==> config.mk <==
export PLATFORM = sky130hd
export DESIGN_NAME = down_counter_load_flat
export DESIGN_NICKNAME = d
export VERILOG_FILES = /design/src/rtl/down_counter_load_if.sv /design/src/rtl/down_counter_load.sv /design/src/flat_wrapper.sv
export SDC_FILE = /design/constraint.sdc
export NUM_CORES = 1
export LEC_CHECK = 0
export BUFFER_PORTS_ARGS = -buffer_cell sky130_fd_sc_hd__buf_2
export CORE_AREA = 2 2 39 41
export DETAILED_ROUTE_END_ITERATION = 10
export DIE_AREA = 0 0 41 43
export PLACE_DENSITY_LB_ADDON = 0.25
export SETUP_SLACK_MARGIN = 0.5
export SYNTH_ARGS = -nofsm -noshare
export SYNTH_HDL_FRONTEND = slang
export SYNTH_SLANG_ARGS = --single-unit
export TNS_END_PERCENT = 50
==> constraint.sdc <==
create_clock -name clk -period 3.3 [get_ports clk]
set_clock_uncertainty 0.2 [all_clocks]
set_input_delay 0.66 -clock clk [delete_from_list [all_inputs] [get_ports clk]]
set_output_delay 0.66 -clock clk [all_outputs]
set_load 0.02 [all_outputs]
==> src/rtl/down_counter_load_if.sv <==
`default_nettype none
// ============================================================================
//  Module      : down_counter_load_if
//  Description : Control/status bundle for the loadable down counter.
//                The slave side is the counter; the master side drives it.
//  Revision    : 1.0 - initial release
// ============================================================================
interface down_counter_load_if #(
    parameter int WIDTH = 4
);
    logic             i_en;
    logic             i_load;
    logic [WIDTH-1:0] i_din;
    logic             i_auto_reload;
    logic [WIDTH-1:0] o_q;
    logic             o_busy;
    logic             o_tc;
    logic             o_done;

    modport master (
        output i_en, i_load, i_din, i_auto_reload,
        input  o_q, o_busy, o_tc, o_done
    );

    modport slave (
        input  i_en, i_load, i_din, i_auto_reload,
        output o_q, o_busy, o_tc, o_done
    );
endinterface
`default_nettype wire

==> src/rtl/down_counter_load.sv <==
`default_nettype none
// ============================================================================
//  Module      : down_counter_load
//  Description : Loadable WIDTH-bit countdown timer. Counts the loaded start
//                value down to zero one step per enabled clock, pulses done
//                when zero is reached, then either stops (one-shot) or
//                reloads the start value and repeats (auto-reload).
//  Revision    : 1.0 - initial release
// ============================================================================
module down_counter_load #(
    parameter int WIDTH = 4
) (
    input  wire logic          clk,
    input  wire logic          rst_n,
    down_counter_load_if.slave bus
);

    typedef enum logic [0:0] {
        S_IDLE = 1'b0,
        S_RUN  = 1'b1
    } state_t;

    localparam logic [WIDTH-1:0] c_ONE = WIDTH'(1);

    state_t           r_state;
    logic [WIDTH-1:0] r_q;
    logic [WIDTH-1:0] r_reload_val;
    logic             r_done;

    // Counter state machine: load beats enable, enable beats hold.
    always_ff @(posedge clk or negedge rst_n) begin
        if (!rst_n) begin
            r_state      <= S_IDLE;
            r_q          <= '0;
            r_reload_val <= '0;
            r_done       <= 1'b0;
        end else if (bus.i_load) begin
            // A zero start value leaves nothing to count, so stay idle.
            r_q          <= bus.i_din;
            r_reload_val <= bus.i_din;
            r_done       <= 1'b0;
            r_state      <= (bus.i_din != '0) ? S_RUN : S_IDLE;
        end else begin
            // done is a single-cycle pulse; it only rises on the 1->0 step.
            r_done <= 1'b0;
            if (r_state == S_RUN && bus.i_en) begin
                if (r_q > c_ONE) begin
                    r_q <= r_q - c_ONE;
                end else if (r_q == c_ONE) begin
                    r_q    <= '0;
                    r_done <= 1'b1;
                end else if (bus.i_auto_reload) begin
                    // Zero decision edge: restart the period.
                    r_q <= r_reload_val;
                end else begin
                    r_state <= S_IDLE;
                end
            end
        end
    end

    assign bus.o_q    = r_q;
    assign bus.o_busy = (r_state == S_RUN);
    assign bus.o_tc   = (r_q == '0);
    assign bus.o_done = r_done;

endmodule
`default_nettype wire

==> src/flat_wrapper.sv <==
// flat-port wrapper written by rule: the top's interface ports become plain ports
module down_counter_load_flat 
#(
    parameter int WIDTH = 4
)
  (clk, rst_n, bus_i_en, bus_i_load, bus_i_din, bus_i_auto_reload, bus_o_q, bus_o_busy, bus_o_tc, bus_o_done);
  down_counter_load_if #(.WIDTH(WIDTH)) bus_i ();
  input  wire logic clk;
  input  wire logic rst_n;
  input wire logic [$bits(bus_i.i_en)-1:0] bus_i_en;
  input wire logic [$bits(bus_i.i_load)-1:0] bus_i_load;
  input wire logic [$bits(bus_i.i_din)-1:0] bus_i_din;
  input wire logic [$bits(bus_i.i_auto_reload)-1:0] bus_i_auto_reload;
  output wire logic [$bits(bus_i.o_q)-1:0] bus_o_q;
  output wire logic [$bits(bus_i.o_busy)-1:0] bus_o_busy;
  output wire logic [$bits(bus_i.o_tc)-1:0] bus_o_tc;
  output wire logic [$bits(bus_i.o_done)-1:0] bus_o_done;
  assign bus_i.i_en = bus_i_en;
  assign bus_i.i_load = bus_i_load;
  assign bus_i.i_din = bus_i_din;
  assign bus_i.i_auto_reload = bus_i_auto_reload;
  assign bus_o_q = bus_i.o_q;
  assign bus_o_busy = bus_i.o_busy;
  assign bus_o_tc = bus_i.o_tc;
  assign bus_o_done = bus_i.o_done;
  down_counter_load #(.WIDTH(WIDTH)) u_core (.clk(clk), .rst_n(rst_n), .bus(bus_i));
endmodule
Word level (Yosys, flattened, before mapping)
Index checks and enable logic that the tools add are counted.
Storage, ports and cells
  register bits: 10
  input bits: 9
  output and inout port bits: 7
  logic and storage cells: 32
Cells by class
  add/subtract/negate cells: 1
  magnitude comparators: 1
  equal/unequal tests: 4
  mux-type cells: 15
  reductions and logical operators: 7
Operators by type and width (number)
  2-to-1 mux 4 bit: 5
  2-to-1 mux 1 bit: 10
  nonzero test 4 bit: 2
  != test 2 bit, second input constant: 3
  == test 4 x 1 -> 1 bit, second input constant: 1
  > comparator 4 x 1 -> 1 bit, second input constant: 1
  zero test 4 bit: 1
  AND reduction 4 bit: 1
  subtractor 4 x 1 -> 4 bit, second input constant: 1
  AND reduction 2 bit: 1
  nonzero test 2 bit: 1
  logical AND 1 bit: 1

Logic depth before layout (Yosys ltp)
Gate-level depths: netlist (run 1).
  depth in word-level cells: 5
  depth in mapped cells: 6
  mapped depth without buffers: 6

Worst setup path after synthesis (run 1)
Ideal clock, no wire load.
  path kind: flip-flop to flip-flop
  start: register u_core.r_q[1] (netlist: u_core.bus.o_q[1])
  end: register u_core.r_q[1] (netlist: u_core.bus.o_q[1])
  library setup time: 0.125 ns
  arrival: 1.857 ns
  data required time: 2.975 ns
  slack: 1.117 ns
  cell stages (with the launch flop): 7
  period minus slack after synthesis: 2.183 ns
  path through: dfrtp_1 -> inv_1 -> ha_1 -> or4b_4 -> o21bai_4 -> nand2b_4 -> mux2_4
Between the ends
  longest elaborated chain between the ends: 5
Ends and longest elaborated chain
  from (decl): line down_counter_load.sv:26  | logic [WIDTH-1:0] r_q;
  from (signal assigned): line down_counter_load.sv:39  | r_q <= bus.i_din;
  from (signal assigned): line down_counter_load.sv:48  | r_q <= r_q - c_ONE;
  from (signal assigned): line down_counter_load.sv:54  | r_q <= r_reload_val;
  parallel branches: the longest is 5 deep, another holds subtractor 4 x 1 -> 4 bit
Several ways; the timed one is not identified. The select of a mux whose other input is x is not followed.
A chain may end at the register's enable or synchronous reset.

Worst setup path after layout (run 1)
  start: register u_core.r_q[0] (netlist: u_core.bus.o_q[0])
  end: register u_core.r_q[1] (netlist: u_core.bus.o_q[1])
The elaborated chain is that of the path after synthesis.

==> impl_metrics.tcl, run 1 <==
set metrics [dict create \
    relSlewSlack_pct 82.2 \
    num_antenna_cells 0 \
    power_density_nw_per_um2 533 \
    cts_sinks 10 \
    cts_buffers 3 \
    ys_warn_count 0 \
    grt_max_degree 17 \
    drv_slew 0 \
    cts_tree "yes" \
    postCtsSetupRepairBufs 0 \
    cts_resized 0 \
    clk_pin_slew_ns 0.06 \
    fin_crit_ns 2.22 \
    synth_cell_types 28 \
    r2r_cells 6 \
    worst-r2r-setup-slack_ns 1.08 \
    synth_seq_cells 10 \
    yosys.area.top_type_share_pct 41.2 \
    wirelength_mm 1.25 \
    htreeDepth 1 \
    slowest_delay_ns 0.53 \
    cpMaxStageDelayCell "or4b_4" \
    first_pass_iters 4 \
    coreArea_um2 1380 \
    wire_per_inst_um 13.4 \
    setup_tns_ns 0 \
    path_cells "inv_1 -> ha_1 -> or4b_4 -> o21bai_4 -> nand2b_4 -> mux2_4" \
    status "finished clean" \
    drc 0 \
    finalSetupViolations 0 \
    syn_area_um2 608 \
    start_util_pct 43.9 \
    dpl_cell_area_um2 692 \
    peakVddDrop_mv 0.225 \
    synth_cells 60 \
    cts_buffer_depth 2 \
    drive_above_1_share_pct 33.8 \
    io_buffers 15 \
    area_growth_pct 17.5 \
    syn_nets 72 \
    cp_max_fo 6 \
    synth_top_cell_by_area "dfrtp_1" \
    grt_pass1_vias 481 \
    ctsRootBufferMaster "clkbuf_4" \
    dp.cells 90 \
    crit_path_start_kind "flop" \
    antenna_left 0 \
    insertion_delay_ns 0.27 \
    synth-edff-count 0 \
    cp_data_required_time_ns 3.26 \
    vias 512 \
    holdBufCountCts 0 \
    finalCritPeriodShare_pct 67.3 \
    clock.fmax_mhz 450 \
    holdWs_ns 0.0419 \
    pin_count 16 \
    rsz0062_at_grt "no" \
    hold_violations 0 \
    die_w_um 41 \
    grt_pass1_wl_mm 2.08 \
    async_reset_ff_share_pct 100 \
    die_area_um2 1760 \
    gp_congestion 0.724 \
    tightest_slew_ns 0.263 \
    nets 91 \
    fin_area_um2 714 \
    first_iter_violations 8 \
    arrival_ns 2.18 \
    synth_seq_area_share_pct 41.2 \
    n_fill_cell 137 \
    layout_common_cells "15 x buf_2, 10 x dfrtp_1, 6 x nand2_1" \
    gr-usage-all-layers_pct 18.7 \
    antenna_found_initial 0 \
    yosys-top-cells-area "dfrtp_1 41%, ha_1 6.2%, nand2b_1 4.1%, o21ai_0 4.1%, nand2_1 3.7%" \
    drv_cap 0 \
    die_y_um 43 \
    fin_cells 93 \
    rows 14 \
    crit_type "flop to flop" \
    synth.avg_cell_area_um2 10.1 \
    p_leak_nw 0.356 \
    gr-total-overflow 0 \
    critPathCaptureType "flop" \
    dp_hpwl_um 935 \
    synth_ff_type "dfrtp_1" \
    via_per_inst 5.51 \
    hp-class "input port to asynchronous set/reset pin" \
    layout_commonest_cell "buf_2" \
]
==> worst paths after layout <==
check,start,endpoint
max in group asynchronous,rst_n,u_core.r_reload_val[1]$_DFFE_PN0P_
worst max register to register,u_core.bus.o_q[0]$_DFFE_PN0P_,u_core.bus.o_q[1]$_DFFE_PN0P_
worst min register to register,u_core.r_reload_val[1]$_DFFE_PN0P_,u_core.r_reload_val[1]$_DFFE_PN0P_
min in group clk,u_core.r_reload_val[1]$_DFFE_PN0P_,u_core.r_reload_val[1]$_DFFE_PN0P_
worst min-delay path,rst_n,u_core.bus.o_q[2]$_DFFE_PN0P_
worst max-delay path,u_core.bus.o_q[0]$_DFFE_PN0P_,u_core.bus.o_q[1]$_DFFE_PN0P_
==> state kept, by name, summed over array words and instances (netlist names) <==
signal and cells:
u_core.bus.o_busy 1, u_core.bus.o_done 1, u_core.bus.o_q 4, u_core.r_reload_val 4
==> cells in the mapped netlist, types with 2 or more instances <==
library cell  number
nor2_1             2
o21ai_0            5
nand2b_1           4
o41ai_1            2
inv_1              5
a21oi_1            4
nand2_1            6
dfrtp_1           10
ha_1               3
==> layer usage <==
layer	vias to the layer above	GRT usage, %	share of wire, %
met1	236	22.7	43
met3	4	7.85	5.1
met4	0	12.0	3.0
li1	254	-	-
met2	18	25.9	48
met5	-	0	0
==> stage by stage <==
step	setup WS, ns	util [%]	power (W)
after floorplan	1.12	-	0.000256
after global placement	1.15	50.0	0.000297
after detailed placement	1.11	50.0	0.000297
after CTS	1.09	51.6	0.000384
after global routing	0.982	51.6	0.000411
final	1.08	51.6	0.000381
==> cells by family after synthesis <==
logic type	after synthesis	synth area share, %
AO/OA/AOI/OAI	16	18.9
multiplexers	3	5.97
adder cells (fa/ha/maj)	3	6.17
AND/OR/NAND/NOR	22	22.8
buffers and inverters	6	4.94
flip-flops	10	41.2
==> critical path, delay by kind of cell, from the launching register on <==
| kind | cells | cell delay, ns |
|---|---|---|
| and+or+nand+nor | 2 | 0.61 |
| DFF | 1 | 0.42 |
| muxes | 1 | 0.29 |
| adders and majority gates | 1 | 0.27 |
| AOI/OAI and AO/OA | 1 | 0.19 |
| buffers and inverters | 1 | 0.13 |
==> report_power, final <==
group	internal (W)	total, W	switching (W)
registers	0.000139	0.000158	0.0000187
logic	0.0000603	0.000137	0.0000769
clock network	0.0000423	0.0000859	0.0000437
==> area by class of cell <==
cell class | instances | area, µm² | area share (%)
multi-input combinational | 44 | 328 | 45.9
sequential | 10 | 250 | 35.0
tap | 16 | 20.0 | 2.80
clock buffer | 3 | 22.5 | 3.15
timing repair buffer | 15 | 75.1 | 10.5
inverter | 5 | 18.8 | 2.63
Power figures use the tool's default switching activity.
==> inputs of run 2 (changes only) <==
--- a/config.mk
+++ b/config.mk
@@ -6,9 +6,8 @@
 export NUM_CORES = 1
 export LEC_CHECK = 0
 export BUFFER_PORTS_ARGS = -buffer_cell sky130_fd_sc_hd__buf_2
-export CORE_AREA = 2 2 39 41
+export CORE_UTILIZATION = 44
 export DETAILED_ROUTE_END_ITERATION = 10
-export DIE_AREA = 0 0 41 43
 export PLACE_DENSITY_LB_ADDON = 0.25
 export SETUP_SLACK_MARGIN = 0.5
 export SYNTH_ARGS = -nofsm -noshare
==> constraint.sdc (replaced) <==
create_clock -name clk -period 1.9 [get_ports clk]
set_clock_uncertainty 0.2 [all_clocks]
set_input_delay 0.38 -clock clk [delete_from_list [all_inputs] [get_ports clk]]
set_output_delay 0.38 -clock clk [all_outputs]
set_load 0.02 [all_outputs]
==> impl_metrics.tcl, run 2 (synthesis results as in run 1) <==
set metrics [dict create \
    drv_cap 0 \
    via_per_inst 5.25 \
    gr-usage-all-layers_pct 23.9 \
    pin_count 16 \
    wire_per_inst_um 13.8 \
    ctsRootBufferMaster "clkbuf_4" \
    peakVddDrop_mv 0.606 \
    fin_area_um2 895 \
    dpl_cell_area_um2 798 \
    status "finished with violations" \
    vias 562 \
    drc 0 \
    holdWs_ns 0.150 \
    hold_violations 0 \
    grt_pass1_wl_mm 2.37 \
    gp_congestion 0.838 \
    antenna_left 0 \
    p_leak_nw 0.434 \
    hp-class "input port to flop" \
    rsz0062_at_grt "yes" \
    tightest_slew_ns 0.282 \
    first_iter_violations 5 \
    drive_above_1_share_pct 51.1 \
    fin_ws_ns -0.0855 \
    violations "negative setup slack" \
    grt_pass1_vias 533 \
    cts_buffers 3 \
    num_antenna_cells 0 \
    grt_max_degree 16 \
    cp_data_required_time_ns 1.85 \
    start_util_pct 47.3 \
    critPathCaptureType "flop" \
    relSlewSlack_pct 80.9 \
    dp_hpwl_mm 1.07 \
    layout_common_cells "10 x buf_2, 10 x buf_4, 8 x buf_6, 8 x dfrtp_1, 6 x nand2_1" \
    htreeDepth 1 \
    gr-total-overflow 0 \
    fin_crit_ns 1.99 \
    cp_max_fo 3 \
    die_w_um 39.2 \
    finalCritPeriodShare_pct 105 \
    wirelength_mm 1.48 \
    arrival_ns 1.94 \
    n_fill_cell 99 \
    die_y_um 39.2 \
    clk_pin_slew_ns 0.07 \
    insertion_delay_ns 0.27 \
    rows 13 \
    cts_tree "yes" \
    cts_sinks 10 \
    nets 105 \
    io_buffers 15 \
    post-place-ws_ns -0.0962 \
    power_density_nw_per_um2 935 \
    coreArea_um2 1280 \
    cts_buffer_depth 2 \
    die_area_um2 1530 \
    finalSetupViolations 4 \
    setup_tns_ns -0.288 \
    crit_type "flop to flop" \
    fin_util_pct 69.6 \
    crit_path_start_kind "flop" \
    antenna_found_initial 0 \
    area_growth_pct 47.1 \
    drv_slew 0 \
    clock.fmax_mhz 504 \
    first_pass_iters 4 \
]
-- run 2: changes by cell type in the layout (fill, tap and decap cells not counted), sizes merged --
cell,delta
buf,+13
clkbuf,+1
dlygate4sd3,+1
-- run 2: critical path, stage by stage (launching register included) --
cell,delay [ns]
dfrtp_2,0.43
ha_2,0.20
or4b_4,0.50
o21bai_4,0.19
nor4b_1,0.07
o311a_1,0.28
-- run 2: area by class of cell --
type,count,area (µm²),area share (%)
well taps,15,18.8,2.10
clock buffers,4,26.3,2.94
repair buffers,29,225,25.2
inverters,5,18.8,2.10
multi-input cells,44,353,39.4
flip-flops and latches,10,253,28.3
-- run 2: what timing repair did --
item                                    in CTS  in global routing
buffers inserted                             1                  0
endpoints found under the setup margin      10                 11
gates cloned                                 0                  0
pin swaps                                    2                  1
hold buffers                                 1                  0
resized for setup                           14                  3
endpoints found under the hold margin       10                  0
-- run 2: report_power, final --
| group | switching [W] | total [W] | internal [W] |
|---|---|---|---|
| clock | 0.0000789 | 0.000160 | 0.0000814 |
| sequential | 0.0000236 | 0.000268 | 0.000244 |
| combinational | 0.000189 | 0.000408 | 0.000219 |
-- run 2: metrics by stage --
step                power [W]  std cells
detailed placement   0.000619        101
CTS                  0.000827        107
floorplan            0.000467         60
global route         0.000878        107
finish               0.000836        107
global placement     0.000609        101
-- run 2: path summary, 6_finish.rpt --
path | cells after the start | slack [ns] | to | from
setup reg to reg | 5 | -0.09 | u_core.bus.o_q[2]$_DFFE_PN0P_ | u_core.bus.o_q[0]$_DFFE_PN0P_
hold reg to reg | 2 | 0.28 | u_core.r_reload_val[0]$_DFFE_PN0P_ | u_core.r_reload_val[0]$_DFFE_PN0P_
hold / removal | 3 | 0.15 | u_core.r_reload_val[0]$_DFFE_PN0P_ | bus_i_din[0]
max in group asynchronous | 2 | 0.94 | u_core.bus.o_q[0]$_DFFE_PN0P_ | rst_n
setup / recovery | 5 | -0.09 | u_core.bus.o_q[2]$_DFFE_PN0P_ | u_core.bus.o_q[0]$_DFFE_PN0P_
min in group asynchronous | 2 | 0.34 | u_core.bus.o_q[3]$_DFFE_PN0P_ | rst_n
-- run 2: routing by layer --
metal | GRT usage, % | wire length, µm
met1 | 30.7 | 729
met2 | 37.9 | 672
met3 | 3.47 | 39
met4 | 12.9 | 36
met5 | 0 | 0
==> inputs of run 3 (changes only) <==
--- a/config.mk
+++ b/config.mk
@@ -6,8 +6,9 @@
 export NUM_CORES = 1
 export LEC_CHECK = 0
 export BUFFER_PORTS_ARGS = -buffer_cell sky130_fd_sc_hd__buf_2
-export CORE_UTILIZATION = 44
+export CORE_AREA = 2 2 39 41
 export DETAILED_ROUTE_END_ITERATION = 10
+export DIE_AREA = 0 0 41 43
 export PLACE_DENSITY_LB_ADDON = 0.25
 export SETUP_SLACK_MARGIN = 0.5
 export SYNTH_ARGS = -nofsm -noshare
==> constraint.sdc (replaced) <==
create_clock -name clk -period 2.6 [get_ports clk]
set_clock_uncertainty 0.2 [all_clocks]
set_input_delay 0.52 -clock clk [delete_from_list [all_inputs] [get_ports clk]]
set_output_delay 0.52 -clock clk [all_outputs]
set_load 0.02 [all_outputs]
==> impl_metrics.tcl, run 3 (synthesis results as in run 1) <==
set metrics [dict create \
    cts_sinks 10 \
    hp-start "u_core.r_reload_val[1]$_DFFE_PN0P_" \
    clockPowerShare_pct 25.3 \
    gr-usage-all-layers_pct 20.0 \
    first_iter_violations 4 \
    hold_violations 0 \
    rsz0062_at_grt "yes" \
    finalCritPeriodShare_pct 81.0 \
    grt_use_met3_pct 4.71 \
    startpoint "u_core.bus.o_q[1]$_DFFE_PN0P_" \
    antenna_left 0 \
    p_leak_nw 0.373 \
    cts_buffer_depth 2 \
    start_util_pct 43.9 \
    io_buffers 15 \
    hp-class "flop to flop" \
    die_w_um 41 \
    post-place-ws_ns 0.489 \
    clock.fmax_mhz 475 \
    layout_common_cells "15 x buf_2, 8 x dfrtp_1, 6 x nand2_1" \
    use_met2_pct 28.1 \
    multi_input_area_um2 353 \
    power_density_nw_per_um2 710 \
    path_cells "inv_4 -> ha_4 -> or4b_4 -> o21bai_4 -> nand2b_4 -> mux2_4" \
    cp_data_required_time_ns 2.55 \
    grt_pass1_vias 482 \
    grt_max_degree 17 \
    fin_crit_ns 2.11 \
    htreeDepth 1 \
    first_pass_iters 4 \
    fin_cells 97 \
    r2r-start "u_core.bus.o_q[1]$_DFFE_PN0P_" \
    dpl_cell_area_um2 709 \
    sequentialPowerShare_pct 37.7 \
    pin_count 16 \
    die_area_um2 1760 \
    dp_hpwl_um 990 \
    n_fill_cell 130 \
    vias 520 \
    switching_share_pct 35.0 \
    nets 94 \
    drv_cap 0 \
    die_y_um 43 \
    fin_area_um2 786 \
    area_growth_pct 29.2 \
    ctsRootBufferMaster "clkbuf_4" \
    via_per_inst 5.36 \
    antenna_found_initial 0 \
    dp.cells 90 \
    status "finished clean" \
    holdWs_ns 0.271 \
    arrival_ns 2.06 \
    cpMaxStageDelayCell "or4b_4" \
    wirelength_mm 1.34 \
    cp_max_fo 6 \
    finalSetupViolations 0 \
    relSlewSlack_pct 81.3 \
    cts_tree "yes" \
    insertion_delay_ns 0.27 \
    tightest_slew_ns 0.277 \
    cts_buffers 3 \
    power_frac_comb_pct 37.0 \
    gp_congestion 0.733 \
    crit_type "flop to flop" \
    critPathCaptureType "flop" \
    grt_pass1_wl_mm 2.24 \
    gr-total-overflow 0 \
    grt.met1_usage_pct 26.6 \
    slowest_delay_ns 0.56 \
    busiest_layer "met2" \
    power_switching_w 0.000195 \
    drv_slew 0 \
    wire_per_inst_um 13.8 \
    register_area_um2 253 \
    layout_commonest_cell "buf_2" \
    p_int_w 0.000362 \
    drive_above_1_share_pct 43.2 \
    clk_pin_slew_ns 0.07 \
    peakVddDrop_mv 0.279 \
    fin_ws_ns 0.494 \
    crit_path_start_kind "flop" \
    coreArea_um2 1380 \
    rows 14 \
    setup_tns_ns 0 \
    drc 0 \
    num_antenna_cells 0 \
]
[run 3: changes by cell type in the layout (fill, tap and decap cells not counted), moves of 2 or more]
cell and delta:
buf_2 +5, inv_4 +2, buf_6 -8, inv_2 -2
buf_4 -8
[run 3: final cells by class]
| type | count | share of cell area (%) |
|---|---|---|
| repair buffers | 18 | 12.7 |
| clock buffers | 4 | 4.62 |
| multi-input cells | 44 | 44.9 |
| inverters | 5 | 3.03 |
| flip-flops and latches | 10 | 32.2 |
| well taps | 16 | 2.55 |
[run 3: metal layers]
| metal | wire length (µm) | vias to the layer above |
|---|---|---|
| li1 | - | 260 |
| met1 | 602 | 240 |
| met2 | 627 | 15 |
| met3 | 68 | 5 |
| met4 | 37 | 0 |
| met5 | 0 | - |
[run 3: power groups by stage]
stage	Combinational (W)	Clock (W)	Sequential [W]
floorplan	0.000119	0	0.000222
global placement	0.000185	0	0.000206
detailed placement	0.000188	0	0.000208
CTS	0.000189	0.000146	0.000205
global route	0.000233	0.000156	0.000213
finish	0.000206	0.000141	0.000211
[run 3: metrics by stage]
stage	utilization [%]	total power, W
after floorplan	-	0.000341
after global placement	51.3	0.000392
after detailed placement	51.3	0.000396
after CTS	54.6	0.000540
after global routing	56.8	0.000602
final	56.8	0.000558
[run 3: repair_timing]
item                       CTS  global route
hold buffers                 1             0
hold endpoints to repair    10             0
setup endpoints to repair    2             2
setup buffers                0             2
gates resized for setup      0             3
pin swaps                    1             2
[run 3: path summary, 6_finish.rpt]
path                       slack (ns)                                 end  depth (start not counted)
hold / removal                   0.27  u_core.r_reload_val[1]$_DFFE_PN0P_                          2
setup reg to reg                 0.49       u_core.bus.o_q[1]$_DFFE_PN0P_                          6
hold reg to reg                  0.27  u_core.r_reload_val[1]$_DFFE_PN0P_                          2
min in group asynchronous        0.44       u_core.bus.o_q[2]$_DFFE_PN0P_                          2
max in group asynchronous        1.54       u_core.bus.o_q[1]$_DFFE_PN0P_                          2
setup / recovery                 0.49       u_core.bus.o_q[1]$_DFFE_PN0P_                          6
[run 3: worst max-delay path, delay by kind of cell, from the launching register on]
| family | cells | cell delay, ns |
|---|---|---|
| DFF | 1 | 0.42 |
| muxes | 1 | 0.29 |
| adders and majority gates | 1 | 0.17 |
| and+or+nand+nor | 2 | 0.64 |
| buffers and inverters | 1 | 0.07 |
| AOI/OAI and AO/OA | 1 | 0.21 |
